`config.mk`:
```
export PLATFORM = sky130hd
export DESIGN_NAME = p405s_mdu_sequencer
export DESIGN_NICKNAME = d
export VERILOG_FILES = /design/src/rtl/p405s_mdu_pkg.sv /design/src/rtl/p405s_mdu_stepCnt.sv /design/src/rtl/p405s_mdu_sequencer.sv
export SDC_FILE = /design/constraint.sdc
export NUM_CORES = 1
export LEC_CHECK = 0
export CORE_MARGIN = 1
export CORE_UTILIZATION = 25
export DETAILED_ROUTE_END_ITERATION = 6
export GPL_ROUTABILITY_DRIVEN = 0
export GPL_TIMING_DRIVEN = 0
export MAX_ROUTING_LAYER = met4
export SKIP_CTS_REPAIR_TIMING = 1
export SKIP_LAST_GASP = 1
export SLEW_MARGIN = 20
export SYNTH_ARGS = -nofsm -noshare
export SYNTH_HDL_FRONTEND = slang
export SYNTH_SLANG_ARGS = --single-unit
```
`constraint.sdc`:
```
create_clock -name i_CB -period 3.6 [get_ports i_CB]
set_clock_uncertainty 0.2 [all_clocks]
set_input_delay 0.72 -clock i_CB [delete_from_list [all_inputs] [get_ports i_CB]]
set_output_delay 0.72 -clock i_CB [all_outputs]
set_load 0.02 [all_outputs]
```
`src/rtl/p405s_mdu_pkg.sv`:
```
// p405s_mdu_pkg
// Shared definitions for the multiply/divide/MAC sequencer slice.
// Holds the PCL md opcode encodings, the sequencer state encoding, the
// default divide step count and counter width, and small opcode decode
// helpers used by the sequencer and its bench.
package p405s_mdu_pkg;

   localparam int DIV_STEPS_DEF = 32;
   localparam int CNT_W_DEF     = 6;

   typedef enum logic [2:0] {
      OP_MULLW  = 3'b000,
      OP_MULHW  = 3'b001,
      OP_MULHWU = 3'b010,
      OP_DIVW   = 3'b011,
      OP_DIVWU  = 3'b100,
      OP_MACS   = 3'b101,
      OP_MACU   = 3'b110,
      OP_RSVD   = 3'b111
   } mdOp_t;

   typedef enum logic [2:0] {
      ST_IDLE   = 3'd0,
      ST_MEXE   = 3'd1,
      ST_MEXE2  = 3'd2,
      ST_MEXE2B = 3'd3,
      ST_DSETUP = 3'd4,
      ST_DSTEP  = 3'd5,
      ST_DFIX   = 3'd6,
      ST_DONE   = 3'd7
   } mdState_t;

   function automatic logic isDivOp(input mdOp_t op);
      return (op == OP_DIVW) || (op == OP_DIVWU);
   endfunction

   function automatic logic isMacOp(input mdOp_t op);
      return (op == OP_MACS) || (op == OP_MACU);
   endfunction

   function automatic logic isHiWordOp(input mdOp_t op);
      return (op == OP_MULHW) || (op == OP_MULHWU);
   endfunction

   function automatic logic isSignedOp(input mdOp_t op);
      return (op == OP_MULLW) || (op == OP_MULHW) || (op == OP_DIVW) || (op == OP_MACS);
   endfunction

endpackage

```
`src/rtl/p405s_mdu_stepCnt.sv`:
```
// p405s_mdu_stepCnt
// Loadable down-counter that paces the divide iterations.
// Ports:
//   i_clk, i_rst_n   clock, asynchronous active-low reset
//   i_load           load i_loadVal (has priority over decrement)
//   i_loadVal        value loaded at the start of the divide steps
//   i_dec            decrement request; ignored once the count is zero
//   o_zero           current count is zero
//   o_nextZero       count will be zero after the coming clock edge
import p405s_mdu_pkg::*;

module p405s_mdu_stepCnt #(
   parameter int W = CNT_W_DEF
) (
   input  logic         i_clk,
   input  logic         i_rst_n,
   input  logic         i_load,
   input  logic [W-1:0] i_loadVal,
   input  logic         i_dec,
   output logic         o_zero,
   output logic         o_nextZero
);

   logic [W-1:0] r_count;

   // The count saturates at zero so a stray decrement can never wrap it
   // back to the top and stretch a divide.
   always_ff @(posedge i_clk or negedge i_rst_n) begin
      if (!i_rst_n) begin
         r_count <= '0;
      end else if (i_load) begin
         r_count <= i_loadVal;
      end else if (i_dec && (r_count != '0)) begin
         r_count <= r_count - W'(1);
      end
   end

   assign o_zero = (r_count == '0);

   // Look-ahead zero lets the sequencer register the last-step strobe so it
   // lines up with the cycle in which the count actually reads zero.
   always_comb begin
      o_nextZero = o_zero;
      if (i_load) begin
         o_nextZero = (i_loadVal == '0);
      end else if (i_dec && (r_count == W'(1))) begin
         o_nextZero = 1'b1;
      end
   end

endmodule

```
`src/rtl/p405s_mdu_sequencer.sv`:
```
// p405s_mdu_sequencer
// Control sequencer for the shared multiply/divide/MAC adder datapath.
// Takes one md op from PCL, walks the exe/exe2 multiply passes or the
// non-restoring divide iterations, and produces the registered per-cycle
// enables that the datapath steering gates decode into adder mux selects.
// Ports:
//   i_CB, i_resetCore_NEG        core clock, asynchronous active-low reset
//   i_PCL_mdIssue/mdOp           op valid and opcode
//   i_PCL_mdFlush                abort whatever is in flight
//   i_PCL_mdTake                 PCL consumes the result held in DONE
//   i_PCL_xerOvEn                OE form of the instruction
//   i_mr16BitOprnd/md16BitOprnd  operand fits in 16 bits, sampled at issue
//   i_divisorZero/divOvflCase    divide exception cases, sampled in DSETUP
//   o_mdIssueAccept              an op may be issued this cycle
//   o_PCL_*                      datapath enables (paired copies are identical,
//                                _NEG copies are the complement)
//   o_divLastStOrSt0L2_1/_NEG    first or last divide step strobe
//   o_mdBusy/mdDone/mdOvfl       busy, result valid, overflow result
import p405s_mdu_pkg::*;

module p405s_mdu_sequencer #(
   parameter int DIV_STEPS = DIV_STEPS_DEF,
   parameter int CNT_W     = CNT_W_DEF
) (
   input  logic       i_CB,
   input  logic       i_resetCore_NEG,
   input  logic       i_PCL_mdIssue,
   input  logic [2:0] i_PCL_mdOp,
   input  logic       i_PCL_mdFlush,
   input  logic       i_PCL_mdTake,
   input  logic       i_PCL_xerOvEn,
   input  logic       i_mr16BitOprnd,
   input  logic       i_md16BitOprnd,
   input  logic       i_divisorZero,
   input  logic       i_divOvflCase,
   output logic       o_mdIssueAccept,
   output logic [1:0] o_PCL_exeMultEn_NEG,
   output logic [1:0] o_PCL_exeMultEnForMuxSel,
   output logic [1:0] o_PCL_exe2MacOrMultEn_NEG,
   output logic [1:0] o_PCL_exe2MacOrMultEnForMS,
   output logic       o_PCL_exe2MultEn,
   output logic       o_PCL_exe2MultHiWd,
   output logic       o_PCL_exe2SignedOp,
   output logic       o_PCL_exe2XerOvEn,
   output logic [1:0] o_PCL_exeDivEnForMuxSel,
   output logic       o_divLastStOrSt0L2_1,
   output logic       o_divLastStOrSt0L2_NEG,
   output logic       o_mdBusy,
   output logic       o_mdDone,
   output logic       o_mdOvfl
);

   mdState_t r_state;
   mdOp_t    r_op;
   logic     r_short;
   logic     r_xerOvEn;
   logic     r_acceptIdle;
   logic [1:0] r_exeMultEn;
   logic [1:0] r_exeMultEn_NEG;
   logic [1:0] r_exe2Pass;
   logic [1:0] r_exe2Pass_NEG;
   logic     r_exe2MultEn;
   logic     r_exe2MultHiWd;
   logic     r_exe2SignedOp;
   logic     r_exe2XerOvEn;
   logic [1:0] r_exeDivEn;
   logic     r_divLast;
   logic     r_divLast_NEG;
   logic     r_mdBusy;
   logic     r_mdDone;
   logic     r_mdOvfl;

   mdState_t w_nextState;
   mdState_t w_issueState;
   mdOp_t    w_inOp;
   mdOp_t    w_nextOp;
   logic     w_issueTaken;
   logic     w_nextShort;
   logic     w_nextXer;
   logic     w_ovflCase;
   logic     w_nextOvfl;
   logic     w_nextExe2;
   logic     w_cntLoad;
   logic     w_cntDec;
   logic     w_cntZero;
   logic     w_cntNextZero;

   assign w_inOp          = mdOp_t'(i_PCL_mdOp);
   assign o_mdIssueAccept = r_acceptIdle | ((r_state == ST_DONE) & i_PCL_mdTake);
   assign w_issueTaken    = i_PCL_mdIssue & o_mdIssueAccept & ~i_PCL_mdFlush;

   // Attributes of the op the sequencer will be working on next cycle: a
   // freshly issued op replaces the latched one, otherwise the latch holds.
   // MAC ops always take the 16-bit (single exe2 pass) route.
   assign w_nextOp    = w_issueTaken ? w_inOp : r_op;
   assign w_nextShort = w_issueTaken ? (i_mr16BitOprnd | i_md16BitOprnd | isMacOp(w_inOp)) : r_short;
   assign w_nextXer   = w_issueTaken ? i_PCL_xerOvEn : r_xerOvEn;
   assign w_ovflCase  = i_divisorZero | ((r_op == OP_DIVW) & i_divOvflCase);

   // First state of a newly issued op. The reserved encoding has no
   // datapath work and simply completes.
   always_comb begin
      w_issueState = ST_MEXE;
      if (isDivOp(w_inOp)) begin
         w_issueState = ST_DSETUP;
      end else if (w_inOp == OP_RSVD) begin
         w_issueState = ST_DONE;
      end
   end

   // Next-state logic. Flush outranks everything, including an issue
   // arriving in the same cycle. DONE chains straight into the next op when
   // take and issue coincide, so back-to-back ops see no idle bubble.
   always_comb begin
      w_nextState = r_state;
      if (i_PCL_mdFlush) begin
         w_nextState = ST_IDLE;
      end else begin
         case (r_state)
            ST_IDLE:   if (w_issueTaken) w_nextState = w_issueState;
            ST_MEXE:   w_nextState = ST_MEXE2;
            ST_MEXE2:  w_nextState = r_short ? ST_DONE : ST_MEXE2B;
            ST_MEXE2B: w_nextState = ST_DONE;
            ST_DSETUP: w_nextState = w_ovflCase ? ST_DONE : ST_DSTEP;
            ST_DSTEP:  w_nextState = w_cntZero ? ST_DFIX : ST_DSTEP;
            ST_DFIX:   w_nextState = ST_DONE;
            ST_DONE: begin
               if (i_PCL_mdTake) begin
                  w_nextState = w_issueTaken ? w_issueState : ST_IDLE;
               end
            end
            default:   w_nextState = ST_IDLE;
         endcase
      end
   end

   // The overflow result is decided once in DSETUP and then held for as
   // long as the sequencer waits in DONE for PCL to take it.
   always_comb begin
      w_nextOvfl = 1'b0;
      if (w_nextState == ST_DONE) begin
         if (r_state == ST_DSETUP) begin
            w_nextOvfl = w_ovflCase;
         end else if ((r_state == ST_DONE) && !i_PCL_mdTake) begin
            w_nextOvfl = r_mdOvfl;
         end
      end
   end

   assign w_nextExe2 = (w_nextState == ST_MEXE2) || (w_nextState == ST_MEXE2B);
   assign w_cntLoad  = (r_state == ST_DSETUP) && (w_nextState == ST_DSTEP);
   assign w_cntDec   = (r_state == ST_DSTEP);

   p405s_mdu_stepCnt #(
      .W (CNT_W)
   ) u_stepCnt (
      .i_clk      (i_CB),
      .i_rst_n    (i_resetCore_NEG),
      .i_load     (w_cntLoad),
      .i_loadVal  (CNT_W'(DIV_STEPS - 1)),
      .i_dec      (w_cntDec),
      .o_zero     (w_cntZero),
      .o_nextZero (w_cntNextZero)
   );

   // State, latched op attributes and every output flop. Outputs are
   // decoded from the next state so each enable is a clean flop output in
   // the cycle its state is active. Fan-out copies and the _NEG partners
   // are separate flops loaded from the same decode.
   always_ff @(posedge i_CB or negedge i_resetCore_NEG) begin
      if (!i_resetCore_NEG) begin
         r_state         <= ST_IDLE;
         r_op            <= OP_MULLW;
         r_short         <= 1'b0;
         r_xerOvEn       <= 1'b0;
         r_acceptIdle    <= 1'b1;
         r_exeMultEn     <= 2'b00;
         r_exeMultEn_NEG <= 2'b11;
         r_exe2Pass      <= 2'b00;
         r_exe2Pass_NEG  <= 2'b11;
         r_exe2MultEn    <= 1'b0;
         r_exe2MultHiWd  <= 1'b0;
         r_exe2SignedOp  <= 1'b0;
         r_exe2XerOvEn   <= 1'b0;
         r_exeDivEn      <= 2'b00;
         r_divLast       <= 1'b0;
         r_divLast_NEG   <= 1'b1;
         r_mdBusy        <= 1'b0;
         r_mdDone        <= 1'b0;
         r_mdOvfl        <= 1'b0;
      end else begin
         r_state <= w_nextState;
         if (w_issueTaken) begin
            r_op      <= w_inOp;
            r_short   <= w_nextShort;
            r_xerOvEn <= w_nextXer;
         end
         r_acceptIdle    <= (w_nextState == ST_IDLE);
         r_exeMultEn     <= {2{w_nextState == ST_MEXE}};
         r_exeMultEn_NEG <= {2{w_nextState != ST_MEXE}};
         r_exe2Pass      <= {2{w_nextExe2}};
         r_exe2Pass_NEG  <= {2{~w_nextExe2}};
         r_exe2MultEn    <= w_nextExe2;
         r_exe2MultHiWd  <= (w_nextState == ST_MEXE2B) && isHiWordOp(w_nextOp);
         r_exe2SignedOp  <= (w_nextState != ST_IDLE) && isSignedOp(w_nextOp);
         r_exe2XerOvEn   <= w_nextXer && (w_nextExe2 || w_nextOvfl);
         r_exeDivEn      <= {2{(w_nextState == ST_DSTEP) || (w_nextState == ST_DFIX)}};
         r_divLast       <= (w_nextState == ST_DSETUP) || ((w_nextState == ST_DSTEP) && w_cntNextZero);
         r_divLast_NEG   <= !((w_nextState == ST_DSETUP) || ((w_nextState == ST_DSTEP) && w_cntNextZero));
         r_mdBusy        <= (w_nextState != ST_IDLE) && (w_nextState != ST_DONE);
         r_mdDone        <= (w_nextState == ST_DONE);
         r_mdOvfl        <= w_nextOvfl;
      end
   end

   assign o_PCL_exeMultEn_NEG        = r_exeMultEn_NEG;
   assign o_PCL_exeMultEnForMuxSel   = r_exeMultEn;
   assign o_PCL_exe2MacOrMultEn_NEG  = r_exe2Pass_NEG;
   assign o_PCL_exe2MacOrMultEnForMS = r_exe2Pass;
   assign o_PCL_exe2MultEn           = r_exe2MultEn;
   assign o_PCL_exe2MultHiWd         = r_exe2MultHiWd;
   assign o_PCL_exe2SignedOp         = r_exe2SignedOp;
   assign o_PCL_exe2XerOvEn          = r_exe2XerOvEn;
   assign o_PCL_exeDivEnForMuxSel    = r_exeDivEn;
   assign o_divLastStOrSt0L2_1       = r_divLast;
   assign o_divLastStOrSt0L2_NEG     = r_divLast_NEG;
   assign o_mdBusy                   = r_mdBusy;
   assign o_mdDone                   = r_mdDone;
   assign o_mdOvfl                   = r_mdOvfl;

endmodule
```
# After elaboration in Yosys (flattened, before gate mapping)
# Index checks and enable logic that the tools add are counted.
# W data, S select, Z words.
# op_classes
mul	0
n_shift	0
muxes	19
addsub	1
n_eq_ne	27
n_lt_le_gt_ge	0
n_bitwise	10
n_reduce_logical	29
n_div	0
# ops
operator	count
$eq A3 B3 Y1 const B	13
$eq A3 B2 Y1 const B	8
$mux W3	8
$pmux W3 S7	1
$mux W6	2
$logic_or A1 B1 Y1	10
$eq A3 B1 Y1 const B	3
$logic_and A1 B1 Y1	9
$logic_not A3 Y1	3
$eq A6 B1 Y1 const B	1
$logic_not A6 Y1	1
$mux W1	6
$reduce_bool A6 Y1	1
$sub A6 B1 Y6 const B	1
$and A1 B1 Y1	4
$mux W2	2
$or A1 B1 Y1	4
$ne A3 B1 Y1 const B	1
$ne A3 B3 Y1 const B	1
$reduce_bool A3 Y1	1
$logic_not A1 Y1	2
$not A1 Y1	2
$reduce_bool A2 Y1	1
$reduce_or A2 Y1	1
# totals
register_bits	29
inputBits	13
n_memories	0
latch_bits	0
word_cells	106
mem_bits_ro	0
mem_bits_rw	0

# Logic depth before layout (Yosys ltp)
# depth
depth_word	15
mapped_depth	7
ltp_nobuf	7

# Hierarchy
# A second synthesis with hierarchy kept.
# hier_totals
cells_unflattened	157
hier_area_um2	1590.3
# modules_own_cells
mod	seq_area_each_um2	instances	area_each_um2	cells_each
p405s_mdu_sequencer	555.5	1	1129.8	103
p405s_mdu_stepCnt	150.1	1	460.4	54

# Least setup slack after synthesis
# OpenSTA, ideal clock, no wires.
# synth_path
path_kind	input-to-reg
startpoint	input i_PCL_mdOp[0]
endpoint	register u_stepCnt.r_count[5]
slack_ns	1.416
arrival_time_ns	1.865
path_stages	6
required_ns	3.281
path_cell_list	or3b_1 -> a211oi_2 -> o21ai_2 -> inv_4 -> o211ai_2 -> and2_1
# synth_between
elab_chain_len	10
# synth_lines
item	line_no	source
from (decl)	p405s_mdu_sequencer.sv:28	input logic [2:0] i_PCL_mdOp,
$eq A3 B3 Y1 (tied with other cells)	p405s_mdu_sequencer.sv:106	end else if (w_inOp == OP_RSVD) begin
$mux W3 / $logic_or A1 B1 Y1 (equally long branches)	p405s_mdu_sequencer.sv:106, p405s_mdu_pkg.sv:34	
$mux W3 (*)	p405s_mdu_sequencer.sv:104	if (isDivOp(w_inOp)) begin
$mux W3	p405s_mdu_sequencer.sv:129	w_nextState = w_issueTaken ? w_issueState : ST_IDLE;
$mux W3	p405s_mdu_sequencer.sv:128	if (i_PCL_mdTake) begin
$pmux W3 S7 (*)	p405s_mdu_sequencer.sv:119	case (r_state)
$mux W3 (*)	p405s_mdu_sequencer.sv:116	if (i_PCL_mdFlush) begin
net w_nextState[2]	p405s_mdu_sequencer.sv:73	mdState_t w_nextState;
$eq A3 B3 Y1 (*)	p405s_mdu_sequencer.sv:151	assign w_cntLoad = (r_state == ST_DSETUP) && (w_nextState == ST_DSTEP);
$logic_and A1 B1 Y1 (*)	p405s_mdu_sequencer.sv:151	
$mux W6 / $reduce_bool A2 Y1 (equally long branches)	--	
to (signal assigned)	p405s_mdu_stepCnt.sv:32	r_count <= i_loadVal;
to (signal assigned)	p405s_mdu_stepCnt.sv:34	r_count <= r_count - W'(1);
to (decl)	p405s_mdu_stepCnt.sv:24	logic [W-1:0] r_count;
# The timed path passes the listed nets; every way through them passes the cells marked *.
# A chain may end at the register's enable or synchronous reset.

# Final worst setup path
# layout_path
startpoint	input i_PCL_mdTake
endpoint	output o_mdIssueAccept
# layout_between
elab_chain_len	2
# layout_lines
item	line_no	source
from (decl)	p405s_mdu_sequencer.sv:30	input logic i_PCL_mdTake,
$and A1 B1 Y1	p405s_mdu_sequencer.sv:89	assign o_mdIssueAccept = r_acceptIdle | ((r_state == ST_DONE) & i_PCL_mdTake);
$or A1 B1 Y1	p405s_mdu_sequencer.sv:89	
to (decl)	p405s_mdu_sequencer.sv:36	output logic o_mdIssueAccept,
# No other way between the ends.

==> metrics.cfg <==
[timing]
setup_tns_ns = 0
rsz0062_at_grt = no
hold_viol_final = 0
relSlewSlack = 0.5908
min_period_ns = 3.042
worst_slew_pin_slew_ns = 0.6138
final.period_utilization = 0.8451
fmax_mhz = 328.7
setup_viol = 0
slew_violations = 0

[power]
leakagePower_nw = 0.7685
power.density_nw_per_um2 = 764.4
totalPowerFinal_mw = 1.473
ir_worst_vdd_uv = 330.5

[synthesis]
synth_area_leaders = dfrtp_1 41%, dfstp_2 7.2%, xnor2_1 3.6%, buf_4 3.1%, mux2_2 3.1%
yosysUniqueCellTypes = 47
syn-instance-count = 130
syn_nets = 145
synth_area_per_cell_sq_um = 11.28
synth-edff-count = 0
synth.top_cell.area_share = 0.4096
synth_top_cell_by_area = dfrtp_1
synthArstFlopShare = 1.000
yosys_warnings = 0
synthesis.area_sq_um = 1466
seq_area_frac_synth = 0.4812
ys_ff_latch = 28
ys.flop_type = dfrtp_1

[worst_setup_path]
arrival_ns = 2.12
regToRegSetupSlack_ns = 1.46
cp_max_fo = 4
startpoint = i_PCL_mdTake
worst-r2r-cell-count = 7
cp-start-kind = input pin
path_class = input pin to output port
cp-endpoint = o_mdIssueAccept
reg2reg_from = u_stepCnt.r_count[0]
required_ns = 2.68
end_kind = output port
crit-reg2reg-capture = o_mdBusy

[final_layout]
regMostFlops = u_stepCnt.r_count
fin_area_sq_um = 1927
insertedDiodeCount = 0
drive_gt1_frac = 0.2349
fin_nets = 182
top_regs = u_stepCnt.r_count (6), r_op (3), r_state (3)
largest_reg_flops = 6
stdcell_count = 238
area_growth_pct = 31.40

[cts]
clockBufferDepth = 2
insertion_delay_ns = 0.27
h-tree-depth = 1
clk_pin_slew_ns = 0.09
cts_tree = yes
cts_sinks = 28
cts_buffers = 3
root_buffer = clkbuf_8

[floorplanning]
die_x_microns = 78.59
rows = 27
start_util = 0.2631
io_pins = 33
dieArea_sq_um = 6176
core_area_sq_um = 5574
fp.dieH_microns = 78.59

[status]
outcome = complete, no violations

[grt]
grt_pass1_vias = 1023
grt_overflow_total = 0
grt_use_total = 0.1057
grt_pass1_wl_microns = 4981
antenna_found_initial = 0
grt_max_degree = 29

[place]
io_buffers = 32
dp_hpwl_microns = 2260
dp_cells = 234
place_area_sq_um = 1872

[flow_run]
maxCapViolations = 0

[detailed_routing]
drc = 0
drtPass1Iterations = 4
drt-initial-drc-count = 26
antenna_left = 0
via_per_inst = 4.445
via_count = 1058
drt-wirelength-per-cell_microns = 12.23
wl_microns = 2910

[hold_path]
worst_hold_path_type = input pin to async pin

==> metal layers <==
layer,share of wire,track usage,vias up
met5,0,-,-
met4,0.0065,0.02222,0
met3,0.044,0.02442,2
met2,0.48,0.1635,28
met1,0.47,0.1404,503
li1,-,-,525
==> how the worst min path moves through the flow <==
stage                     from                     endpoint  slack (ns)
2_1_floorplan  i_resetCore_NEG             o_PCL_exe2MultEn        0.22
3_3_place_gp         r_xerOvEn                    r_xerOvEn        0.29
6_report       i_resetCore_NEG             o_PCL_exe2MultEn        0.25
3_5_place_dp         r_xerOvEn                    r_xerOvEn        0.29
4_1_cts        i_resetCore_NEG  o_PCL_exeMultEnForMuxSel[0]        0.28
5_1_grt        i_resetCore_NEG  o_PCL_exeMultEnForMuxSel[0]        0.31
==> cell families after synthesis <==
| logic type | Yosys count | share of synthesized area |
|---|---|---|
| and+or+nand+nor | 45 | 0.1937 |
| DFF | 28 | 0.4812 |
| AOI/OAI and AO/OA | 22 | 0.1442 |
| buffers and inverters | 19 | 0.07082 |
| xor gates and xnor gates | 8 | 0.04778 |
| muxes | 5 | 0.03754 |
| adders and majority gates | 3 | 0.02474 |
==> critical path, stage by stage <==
cell             delay (ns)
clkdlybuf4s50_1        0.54
a41oi_4                0.17
inv_1                  0.09
clkdlybuf4s50_1        0.60
==> synthesized netlist by cell type (2+ instances only) <==
cell type  number
a211oi_2        2
a21oi_1         3
a311oi_1        2
a31oi_1         3
and3_1          2
buf_4           6
dfrtp_1        24
dfstp_2         4
ha_1            2
inv_1          10
mux2_2          4
nand2_1        12
nand2b_1        2
nand3_1         3
nor2_1          8
nor3_1          2
nor4_2          2
o21ai_0         4
xnor2_1         6
xor2_1          2
==> placed cells by master, fill, tap and decap left out, types with 2 or more instances in the layout <==
| cell | netlist | layout |
|---|---|---|
| nor4_2 | 2 | 2 |
| a311oi_1 | 2 | 2 |
| ha_1 | 2 | 2 |
| xnor2_1 | 6 | 6 |
| dfrtp_1 | 24 | 24 |
| a211oi_2 | 2 | 2 |
| nand2_1 | 12 | 12 |
| clkdlybuf4s50_1 | 0 | 31 |
| nor3_1 | 2 | 2 |
| o21ai_0 | 4 | 4 |
| clkbuf_8 | 0 | 4 |
| inv_1 | 10 | 10 |
| nor2_1 | 8 | 8 |
| and3_1 | 2 | 2 |
| a31oi_1 | 3 | 3 |
| buf_4 | 6 | 6 |
| nand3_1 | 3 | 3 |
| a21oi_1 | 3 | 3 |
| xor2_1 | 2 | 2 |
| dfstp_2 | 4 | 4 |
| mux2_2 | 4 | 4 |
| nand2b_1 | 2 | 2 |
==> per-stage QoR <==
stage          hold slack [ns]    util  worst slack, ns
4_1_cts                 0.2758  0.3457           0.5354
2_1_floorplan           0.2244       -            1.416
5_1_grt                 0.3075  0.3457           0.5063
3_3_place_gp            0.2931  0.3367           0.5440
3_5_place_dp            0.2920  0.3358           0.5457
6_report                0.2506  0.3457           0.5577
==> area by class of cell <==
type,instances,area [sq um]
Inverter,12,47.55
Clock buffer,4,55.05
Multi-Input combinational cell,83,656.9
Timing Repair Buffer,32,315.3
Fill cell,577,3647
Buffer,7,56.30
Sequential cell,28,705.7
Tap cell,72,90.09
==> power by group <==
| part | total [mW] | switching, mW | internal (mW) |
|---|---|---|---|
| Combinational | 0.749 | 0.393 | 0.356 |
| Clock | 0.193 | 0.0952 | 0.0979 |
| Sequential | 0.531 | 0.0884 | 0.443 |
| Total | 1.47 | 0.576 | 0.897 |
Note: power is estimated with default switching activity, not from simulation.
